===== config.mk =====
export PLATFORM = sky130hd
export DESIGN_NAME = alu_pipe
export DESIGN_NICKNAME = d
export VERILOG_FILES = /design/src/rtl/alu_pipe.sv
export SDC_FILE = /design/constraint.sdc
export NUM_CORES = 1
export LEC_CHECK = 0
export BUFFER_PORTS_ARGS = -buffer_cell sky130_fd_sc_hd__buf_4
export CAP_MARGIN = 10
export CORE_MARGIN = 2
export CORE_UTILIZATION = 50
export CTS_CLUSTER_SIZE = 10
export DETAILED_ROUTE_END_ITERATION = 12
export PLACE_DENSITY = 0.79
export SLEW_MARGIN = 20
export SYNTH_ARGS = -nofsm -noshare
export SYNTH_HDL_FRONTEND = slang
export SYNTH_SLANG_ARGS = --single-unit

===== constraint.sdc =====
create_clock -name clock -period 5.9 [get_ports clock]
set_input_delay 1.18 -clock clock [delete_from_list [all_inputs] [get_ports clock]]
set_output_delay 1.18 -clock clock [all_outputs]
set_load 0.02 [all_outputs]

===== src/rtl/alu_pipe.sv =====
// alu_pipe: handshaked execute ALU with a registered WIDTH+1-bit result,
// status flags, and an iterative shift-add multiplier for MUL.
module alu_pipe #(
  parameter int WIDTH = 32
) (
  input  logic             clock,
  input  logic             reset,
  input  logic             in_valid,
  output logic             in_ready,
  input  logic [WIDTH-1:0] operand1,
  input  logic [WIDTH-1:0] operand2,
  input  logic [3:0]       opcode,
  output logic             out_valid,
  input  logic             out_ready,
  output logic [WIDTH:0]   result,
  output logic             zero,
  output logic             negative,
  output logic             overflow,
  output logic             error
);

  localparam int CW = $clog2(WIDTH);

  localparam logic [3:0] OP_ADD  = 4'b0000;
  localparam logic [3:0] OP_SUB  = 4'b1000;
  localparam logic [3:0] OP_AND  = 4'b0111;
  localparam logic [3:0] OP_OR   = 4'b0110;
  localparam logic [3:0] OP_XOR  = 4'b0100;
  localparam logic [3:0] OP_SLL  = 4'b0001;
  localparam logic [3:0] OP_SRL  = 4'b0101;
  localparam logic [3:0] OP_SRA  = 4'b1101;
  localparam logic [3:0] OP_SLT  = 4'b0010;
  localparam logic [3:0] OP_SLTU = 4'b0011;
  localparam logic [3:0] OP_MUL  = 4'b1001;

  typedef enum logic {S_IDLE, S_MUL} state_t;

  state_t               r_state, w_state_nxt;
  logic [WIDTH-1:0]     r_mcand, r_mplier;
  logic [2*WIDTH-1:0]   r_acc;
  logic [CW-1:0]        r_cnt;
  logic                 r_out_valid;
  logic [WIDTH:0]       r_result;
  logic                 r_zero, r_negative, r_overflow, r_error;

  logic [WIDTH:0]       w_a, w_b, w_sum, w_dif, w_res;
  logic                 w_ovf, w_err, w_is_mul;
  logic [2*WIDTH-1:0]   w_pp, w_acc_nxt;
  logic                 w_mul_done, w_in_ready, w_accept;
  logic                 w_start_mul, w_wr;
  logic [WIDTH:0]       w_wr_res;
  logic                 w_wr_ovf, w_wr_err;

  // Single-cycle datapath; MUL only raises w_is_mul, the result comes later.
  always_comb begin
    w_a      = {1'b0, operand1};
    w_b      = {1'b0, operand2};
    w_sum    = w_a + w_b;
    w_dif    = w_a - w_b;
    w_res    = '0;
    w_ovf    = 1'b0;
    w_err    = 1'b0;
    w_is_mul = 1'b0;
    case (opcode)
      OP_ADD: begin
        w_res = w_sum;
        w_ovf = (operand1[WIDTH-1] == operand2[WIDTH-1]) &&
                (w_sum[WIDTH-1] != operand1[WIDTH-1]);
      end
      OP_SUB: begin
        w_res = w_dif;
        w_ovf = (operand1[WIDTH-1] != operand2[WIDTH-1]) &&
                (w_dif[WIDTH-1] != operand1[WIDTH-1]);
      end
      OP_AND:  w_res = {1'b0, operand1 & operand2};
      OP_OR:   w_res = {1'b0, operand1 | operand2};
      OP_XOR:  w_res = {1'b0, operand1 ^ operand2};
      // Large shift amounts naturally shift everything out.
      OP_SLL:  w_res = w_a << operand2;
      OP_SRL:  w_res = {1'b0, operand1 >> operand2};
      OP_SRA:  w_res = {1'b0, $unsigned($signed(operand1) >>> operand2)};
      OP_SLT:  w_res = {{WIDTH{1'b0}}, ($signed(operand1) < $signed(operand2))};
      OP_SLTU: w_res = {{WIDTH{1'b0}}, (operand1 < operand2)};
      OP_MUL:  w_is_mul = 1'b1;
      default: w_err = 1'b1;
    endcase
  end

  // One shift-add step per cycle; the last step feeds the output register directly.
  always_comb begin
    w_pp       = r_mplier[r_cnt] ? ({{WIDTH{1'b0}}, r_mcand} << r_cnt) : '0;
    w_acc_nxt  = r_acc + w_pp;
    w_mul_done = (r_state == S_MUL) && (r_cnt == CW'(WIDTH - 1));
  end

  // Handshake and output-register write selection.
  always_comb begin
    w_in_ready  = !reset && (r_state == S_IDLE) && (!r_out_valid || out_ready);
    w_accept    = in_valid && w_in_ready;
    w_start_mul = w_accept && w_is_mul;
    w_wr        = (w_accept && !w_is_mul) || w_mul_done;
    w_wr_res    = w_res;
    w_wr_ovf    = w_ovf;
    w_wr_err    = w_err;
    if (w_mul_done) begin
      w_wr_res = {|w_acc_nxt[2*WIDTH-1:WIDTH], w_acc_nxt[WIDTH-1:0]};
      w_wr_ovf = 1'b0;
      w_wr_err = 1'b0;
    end
  end

  // State register.
  always_ff @(posedge clock) begin
    if (reset) r_state <= S_IDLE;
    else       r_state <= w_state_nxt;
  end

  // Next-state: IDLE -> MUL on a MUL accept, back after the last bit.
  always_comb begin
    w_state_nxt = r_state;
    case (r_state)
      S_IDLE:  if (w_start_mul) w_state_nxt = S_MUL;
      S_MUL:   if (w_mul_done)  w_state_nxt = S_IDLE;
      default: w_state_nxt = S_IDLE;
    endcase
  end

  // Multiplier operand latch, accumulator and bit counter.
  always_ff @(posedge clock) begin
    if (reset) begin
      r_mcand  <= '0;
      r_mplier <= '0;
      r_acc    <= '0;
      r_cnt    <= '0;
    end else if (w_start_mul) begin
      r_mcand  <= operand1;
      r_mplier <= operand2;
      r_acc    <= '0;
      r_cnt    <= '0;
    end else if (r_state == S_MUL) begin
      r_acc    <= w_acc_nxt;
      r_cnt    <= r_cnt + 1'b1;
    end
  end

  // Output register: a write wins over a drain, otherwise hold while stalled.
  always_ff @(posedge clock) begin
    if (reset) begin
      r_out_valid <= 1'b0;
      r_result    <= '0;
      r_zero      <= 1'b0;
      r_negative  <= 1'b0;
      r_overflow  <= 1'b0;
      r_error     <= 1'b0;
    end else if (w_wr) begin
      r_out_valid <= 1'b1;
      r_result    <= w_wr_res;
      r_zero      <= ~|w_wr_res[WIDTH-1:0];
      r_negative  <= w_wr_res[WIDTH-1];
      r_overflow  <= w_wr_ovf;
      r_error     <= w_wr_err;
    end else if (r_out_valid && out_ready) begin
      r_out_valid <= 1'b0;
    end
  end

  assign in_ready  = w_in_ready;
  assign out_valid = r_out_valid;
  assign result    = r_result;
  assign zero      = r_zero;
  assign negative  = r_negative;
  assign overflow  = r_overflow;
  assign error     = r_error;

endmodule

==> flow_summary.yaml, run 1 <==
route:
  wl_met3_um: 15780
  wl_um: 125600
  drc: 0
  wl_met1_um: 47400
  post_drt_wl_per_cell_um: 31.35
  final_antenna_net_count: 0
  vias: 28480
  route.met2.wl_um: 51260
  top_layer: "met5"
  firstDrtPassIters: 6
  vias_per_cell: 7.110
  drt-initial-drc-count: 4470
logic_synthesis:
  synth.area.mux_share_pct: 17.90
  yosys_warnings: 0
  ys.flop_type: "dfxtp_1"
  async_flop_share_pct: 0
  synth-simple-area-share_pct: 22.69
  synth_compound_area_share_pct: 26.69
  synth-xor-area-share_pct: 3.093
  syn_inst: 3302
  synth.cell_area_um2: 24070
  synth_fp_nets: 3538
  avgSynthCellArea_um2: 7.290
  synth-edff-count: 0
  synthAdderAreaFrac_pct: 8.617
  synth-seq-cells: 171
  synth_top_family_by_area: "compound AO/OA/AOI/OAI gates"
  seq_area_frac_synth_pct: 14.22
  yosysUniqueCellTypes: 100
power_and_ir_drop:
  p_seq_share_pct: 30.2
  switching_share_pct: 41.43
  leakagePower_nw: 10.60
  p_comb_share_pct: 39.1
  p_per_area_nw_per_um2: 145.3
  power_switching_mw: 1.628
  intPower_mw: 2.301
  power_frac_clock_pct: 30.7
  max-vdd-ir-drop_uv: 153.1
place:
  dp_slack_ns: -0.09802
  place_inst: 3961
  place_area_um2: 26220
  routabilityCongestion: 1.112
  place_hpwl_um: 99050
  io_buffer_count: 110
worst_setup_path:
  path_cells: "clkbuf_4, buf_16, mux2_2, nor2_1, a21oi_1, mux2_2, o21ai_0, mux2_2, nor2_1, ha_1, buf_4, a21oi_1, o21ai_0, o21ai_0, o2111ai_1, a2111oi_0, a21oi_1, nand4_1, nand3b_1, xor2_1, nand4b_1, nor4b_2, a211oi_1"
  path_buf_inv: 3
  cp_slowest_cell: "a2111oi_0"
  path_depth: 23
  crit_arrival_ns: 6.05
  rrSetupSlack_ns: 0.17
  worstSetupStartpointType: "flip-flop"
  endpoint: "result[32]"
  timing.rr.end: "result[32]"
  rr_startpoint: "r_cnt[0]"
  reg2reg_depth: 23
  criticalPathCategory: "reg -> reg"
  crit_family: "compound AO/OA/AOI/OAI gates"
  crit_required_ns: 6.22
  worst-path-max-fanout: 23
  slowest_delay_ns: 0.56
  endpoint_kind: "flip-flop"
  cp-startpoint: "r_cnt[0]"
clock_network:
  cts_tree: "built"
  clock_tree.root_cell: "clkbuf_16"
  numCtsBuffers: 17
  cts_max_level: 4
  hold_buffers: 0
  cts_buffer_depth: 2
  clock_latency_ns: 0.48
  path_clk_slew_ns: 0.08
  cts.sinks: 171
global_routing:
  grt_pass1_vias: 25910
  grt_usage_pct: 48.75
  grt-ovfl-total: 0
  grt_max_degree: 80
  antenna_found_initial: 11
  grt_pass1_wl_um: 177900
worst_hold_path:
  min_path_type: "reg -> reg"
timing:
  fin_ws_ns: 0.1732
  clock_skew_ns: 0.01823
  min_period_ns: 5.727
  max_freq_mhz: 174.6
  finalCritPeriodShare_pct: 97.06
  worst_slew_pin_slew_ns: 1.309
  relSlewSlack_pct: 12.03
  tns_ns: 0
  hold_slack_ns: 0.4512
  hold_viol: 0
  drv_slew: 0
  setup_viol: 0
floorplanning:
  floorplan.die.width_um: 223.4
  core_area_um2: 47650
  rows: 80
  die_h_um: 223.4
  die_area_um2: 49920
  ios: 111
  initial_core_util_pct: 50.53
cells_and_area:
  layout_commonest_cell: "nor2_1"
  stdcell_area_um2: 27040
  area_growth_pct: 12.32
  drive_above_1_share_pct: 17.17
  most-common-layout-cells: "nor2_1, nand2_1, buf_4"
  finalNonFillerCells: 4005
  nets: 3606
status:
  run_status: "finished clean"
flow_run:
  maxCapViolations: 0
-- cell families (layout without fill, tap and decap cells) --
family                     Yosys count  in the layout
buffers and inverters              393            474
muxes                              311            311
and+or+nand+nor                   1201           1201
xor gates and xnor gates            85             85
other                                0              7
DFF                                171            171
AOI/OAI and AO/OA                  977            977
adders and majority gates          164            164
-- synth_stat cells (31+ instances only) --
cell type	instances	share of area, %
a211oi_1	89	2.8
a21o_1	45	1.4
a21oi_1	272	5.7
a31oi_1	48	1.2
buf_2	39	0.81
clkbuf_1	183	2.9
dfxtp_1	171	14
ha_1	161	8.4
inv_1	124	1.9
mux2_2	66	3.1
mux2i_1	156	6.5
mux4_2	89	8.3
nand2_1	389	6.1
nand3_1	62	1.3
nand4_1	39	1.0
nor2_1	416	6.5
nor2b_1	36	0.94
nor3_1	77	1.6
o21ai_0	189	3.9
xnor2_1	54	2.0
xor2_1	31	1.1
-- through the flow --
stage	util [%]	total power, mW
after global routing	56.72	4.007
after CTS	56.34	3.840
after global placement	54.99	2.654
after detailed placement	55.02	2.653
after floorplan	-	2.060
final	56.75	3.929
-- power groups by stage --
stage	Sequential [mW]	Combinational, mW	Clock [mW]
2_1_floorplan	1.23	0.835	0
3_3_place_gp	1.21	1.44	0
3_5_place_dp	1.21	1.44	0
4_1_cts	1.18	1.45	1.21
5_1_grt	1.19	1.57	1.25
6_report	1.18	1.54	1.21
-- tightest hold or removal path: cells and delay by family (launching register included) --
family / cells / cell delay [ns]
flip-flops: 1 / 0.31
AND/OR/NAND/NOR: 1 / 0.05
AO/OA/AOI/OAI: 1 / 0.05
-- layout make-up --
| cell class | count | area, um2 |
|---|---|---|
| inverters | 126 | 473.0 |
| fillers | 4536 | 20610 |
| repair buffers | 316 | 2535 |
| multi-input cells | 2738 | 19190 |
| flip-flops and latches | 171 | 3433 |
| well taps | 615 | 769.5 |
| diodes | 7 | 17.52 |
| clock inverters | 15 | 195.2 |
| clock buffers | 17 | 425.4 |
-- worst min path at each step --
stage | from | end | slack [ns] | depth (start not counted)
2_1_floorplan | r_mplier[10] | r_mplier[10] | 0.43 | 2
3_3_place_gp | result[17] | result[17] | 0.44 | 2
3_5_place_dp | result[28] | result[28] | 0.45 | 2
4_1_cts | result[29] | result[29] | 0.45 | 2
5_1_grt | result[29] | result[29] | 0.48 | 2
6_report | result[29] | result[29] | 0.45 | 2
-- per-layer routing --
layer  GRT usage (%)  vias up
met5               0        -
met4           35.61        4
met3           14.11      519
met2           70.95     2171
met1           61.29    13470
li1                -    12310
-- repair_timing --
item,CTS,global route
resized for setup,1,25
buffers inserted,0,4
cloned,0,1
setup endpoints to repair,1,2
hold endpoints to repair,0,0
pin swaps,0,3
-- registers in the layout, summed over array words and instances (netlist names) --
register,cells
r_mcand,32
r_state,1
out_valid,1
r_acc,64
overflow,1
r_cnt,5
r_mplier,32
result,33
zero,1
error,1
No activity file was read; power rests on OpenSTA's default activity.
==> run 2, diff against run 1 <==
Settings changed: CORE_ASPECT_RATIO set to 1.75.
==> flow_summary.yaml, run 2 <==
status:
  run_status: "stopped before the end"
  lastStage: "5_1_grt"
  error_line: "[ERROR GRT-0116] Global routing finished with congestion. Check the congestion regions in the DRC Viewer."
clock_network:
  cts.sinks: 171
  hold_buffers: 0
  clock_tree.root_cell: "clkbuf_16"
  cts_max_level: 4
  cts_buffer_depth: 2
  numCtsBuffers: 17
global_routing:
  grt_pass1_vias: 30930
  grt_usage_pct: 58.88
  grt_pass1_wl_um: 216500
  grt-ovfl-total: 17
  grt_max_degree: 73
floorplanning:
  rows: 106
  floorplan.die.width_um: 169.9
  ios: 111
  initial_core_util_pct: 50.56
  die_h_um: 294.3
place:
  io_buffer_count: 110
  place_inst: 4133
  place_hpwl_um: 108800
  routabilityCongestion: 1.156
logic_synthesis:
  syn_inst: 3302
  synth_fp_nets: 3538
  yosysUniqueCellTypes: 100
  async_flop_share_pct: 0
  synth_top_cell_by_area: "dfxtp_1"
  synth.cell_area_um2: 24070
  post-synth-top-area-fraction_pct: 14.22
  yosysMostFrequentCell: "nor2_1"
  avgSynthCellArea_um2: 7.290
  yosys_warnings: 0
  ys_top_cells_by_area: "dfxtp_1, ha_1, mux4_2, mux2i_1, nor2_1"
  synth-seq-cells: 171
  ys.flop_type: "dfxtp_1"
  yosys-top-cells-count: "nor2_1, nand2_1, a21oi_1"
  seq_area_frac_synth_pct: 14.22
  synth-edff-count: 0
[run 2: cell counts after synthesis]
Identical to the previous run, type by type.
[run 2: metrics by stage]
stage               setup slack, ns  area, um2  util, %
floorplan                    0.1360      24070        -
global placement            -0.7723      27610    57.98
detailed placement          -0.6555      27610    57.98
CTS                         0.01906      28320    59.48
[run 2: what timing repair did]
action	4_1_cts
endpoints found under the setup margin	4
pin swaps	1
resized for setup	17
buffers inserted	1
[run 2: logic make-up after synthesis]
group                    count (synthesis)  synth area share, %
AO/OA/AOI/OAI                          977                26.69
XOR/XNOR                                85                3.092
adder cells (fa/ha/maj)                164                8.617
buffers and inverters                  393                6.783
flip-flops                             171                14.22
multiplexers                           311                17.90
AND/OR/NAND/NOR                       1201                22.69
[run 2: per-layer routing]
layer / overflow / global-route usage, %
met1: 0 / 57.84
met2: 7 / 88.36
met3: 0 / 22.83
met4: 10 / 67.73
met5: 0 / 0.4044
==> run 3, diff against run 2 <==
Settings changed: CORE_ASPECT_RATIO 1.75 to not set, CORE_UTILIZATION 50 to 35, CTS_CLUSTER_SIZE 10 to not set, PLACE_DENSITY 0.79 to not set, PLACE_DENSITY_LB_ADDON set to 0.15.
Clock period 5.9 ns to 7.65 ns, I/O delays scaled along.
==> flow_summary.yaml, run 3 (synthesized netlist as in run 1, its figures left out) <==
timing:
  setup_viol: 0
  clock_skew_ns: 0.01618
  relSlewSlack_pct: 15.49
  worst_slew_pin_slew_ns: 1.259
  min_period_ns: 7.057
  rsz0062_at_grt: "no"
  hold_viol: 0
  tns_ns: 0
  max_freq_mhz: 141.7
  finalCritPeriodShare_pct: 92.24
  drv_slew: 0
  fin_ws_ns: 0.5933
  hold_slack_ns: 0.4605
global_routing:
  grt-ovfl-total: 0
  grt_pass1_vias: 26150
  antenna_found_initial: 13
  grt_max_degree: 102
  grt_pass1_wl_um: 199500
  grt_usage_pct: 39.40
place:
  io_buffer_count: 110
  routabilityCongestion: 1.040
  dp_slack_ns: 0.7455
  place_inst: 4118
  place_area_um2: 25600
  place_hpwl_um: 112300
cells_and_area:
  fin_util_pct: 38.38
  stdcell_area_um2: 26230
  area_growth_pct: 8.966
  drive_above_1_share_pct: 13.68
  nets: 3491
  top_register: "r_acc"
  most-common-layout-cells: "nor2_1, nand2_1, a21oi_1"
  fillers: 7239
  layout_commonest_cell: "nor2_1"
  largest_reg_flops: 64
  finalNonFillerCells: 4151
flow_run:
  maxCapViolations: 0
power_and_ir_drop:
  p_per_area_nw_per_um2: 116.3
  max-vdd-ir-drop_uv: 182.3
  leakagePower_nw: 9.975
  total_power_mw: 3.051
worst_hold_path:
  min_path_type: "reg -> reg"
  hold_depth: 2
worst_setup_path:
  crit_family: "compound AO/OA/AOI/OAI gates"
  slowest_delay_ns: 0.78
  cp_slowest_cell: "dfxtp_2"
  crit_required_ns: 8.09
  worstSetupStartpointType: "flip-flop"
  reg2reg_depth: 20
  worst-path-max-fanout: 25
  crit_arrival_ns: 7.50
  path_cells: "mux4_2, mux4_2, nand2b_1, nand2b_1, nor2_1, and2_1, ha_1, fa_1, a21o_1, a21oi_1, xor2_1, o22ai_1, a2111oi_0, o311ai_1, a31oi_1, nor3b_1, nand4_1, nand4bb_1, nor3_1, a32o_1"
  path_depth: 20
  endpoint_kind: "flip-flop"
  criticalPathCategory: "reg -> reg"
  path_buf_inv: 0
clock_network:
  numCtsBuffers: 17
  cts_tree: "built"
  cts_resized: 0
  cts_max_level: 4
  path_clk_slew_ns: 0.08
  clock_tree.root_cell: "clkbuf_16"
  clock_latency_ns: 0.49
  cts_buffer_depth: 2
  post_cts.repair.setup_buffers: 0
  hold_buffers: 0
  cts.sinks: 171
floorplanning:
  core_area_um2: 68350
  initial_core_util_pct: 35.22
  floorplan.die.width_um: 266.3
  die_area_um2: 70890
  ios: 111
  rows: 96
  die_h_um: 266.3
route:
  wl_um: 142300
  firstDrtPassIters: 5
  vias_per_cell: 6.610
  drc: 0
  post_drt_wl_per_cell_um: 34.28
  vias: 27440
  final_antenna_net_count: 0
  drt-initial-drc-count: 3340
status:
  run_status: "finished clean"
[run 3: cell type report]
type | count | area (um2) | area share [%]
multi-input combinational | 2738 | 19080 | 72.72
sequential | 171 | 3431 | 13.08
timing repair buffer | 201 | 1521 | 5.800
tap | 882 | 1104 | 4.207
inverter | 126 | 473.0 | 1.803
clock buffer | 17 | 425.4 | 1.622
clock inverter | 15 | 198.9 | 0.7584
antenna | 1 | 2.502 | 0.009540
[run 3: power by group]
group	switching (mW)	internal (mW)	leakage (nW)
combinational	0.826	0.366	8.29
clock	0.469	0.474	0.300
sequential	0.0130	0.903	1.38
total	1.31	1.74	9.98
[run 3: path summary, 6_finish.rpt]
check	from	endpoint	slack [ns]
max reg2reg	r_cnt[0]	zero	0.59
min reg2reg	r_mplier[25]	r_mplier[25]	0.46
min	r_mplier[25]	r_mplier[25]	0.46
max	r_cnt[0]	zero	0.59
[run 3: worst min-delay path, stage by stage (launching register included)]
cell	delay, ns
dfxtp_1	0.31
nand2_1	0.05
a21oi_1	0.05
[run 3: per-layer routing]
layer | GRT usage [%] | share of wire [%]
met5 | 0 | 0.019
met4 | 23.17 | 6.9
met3 | 6.229 | 7.8
met2 | 62.00 | 44
met1 | 50.86 | 41
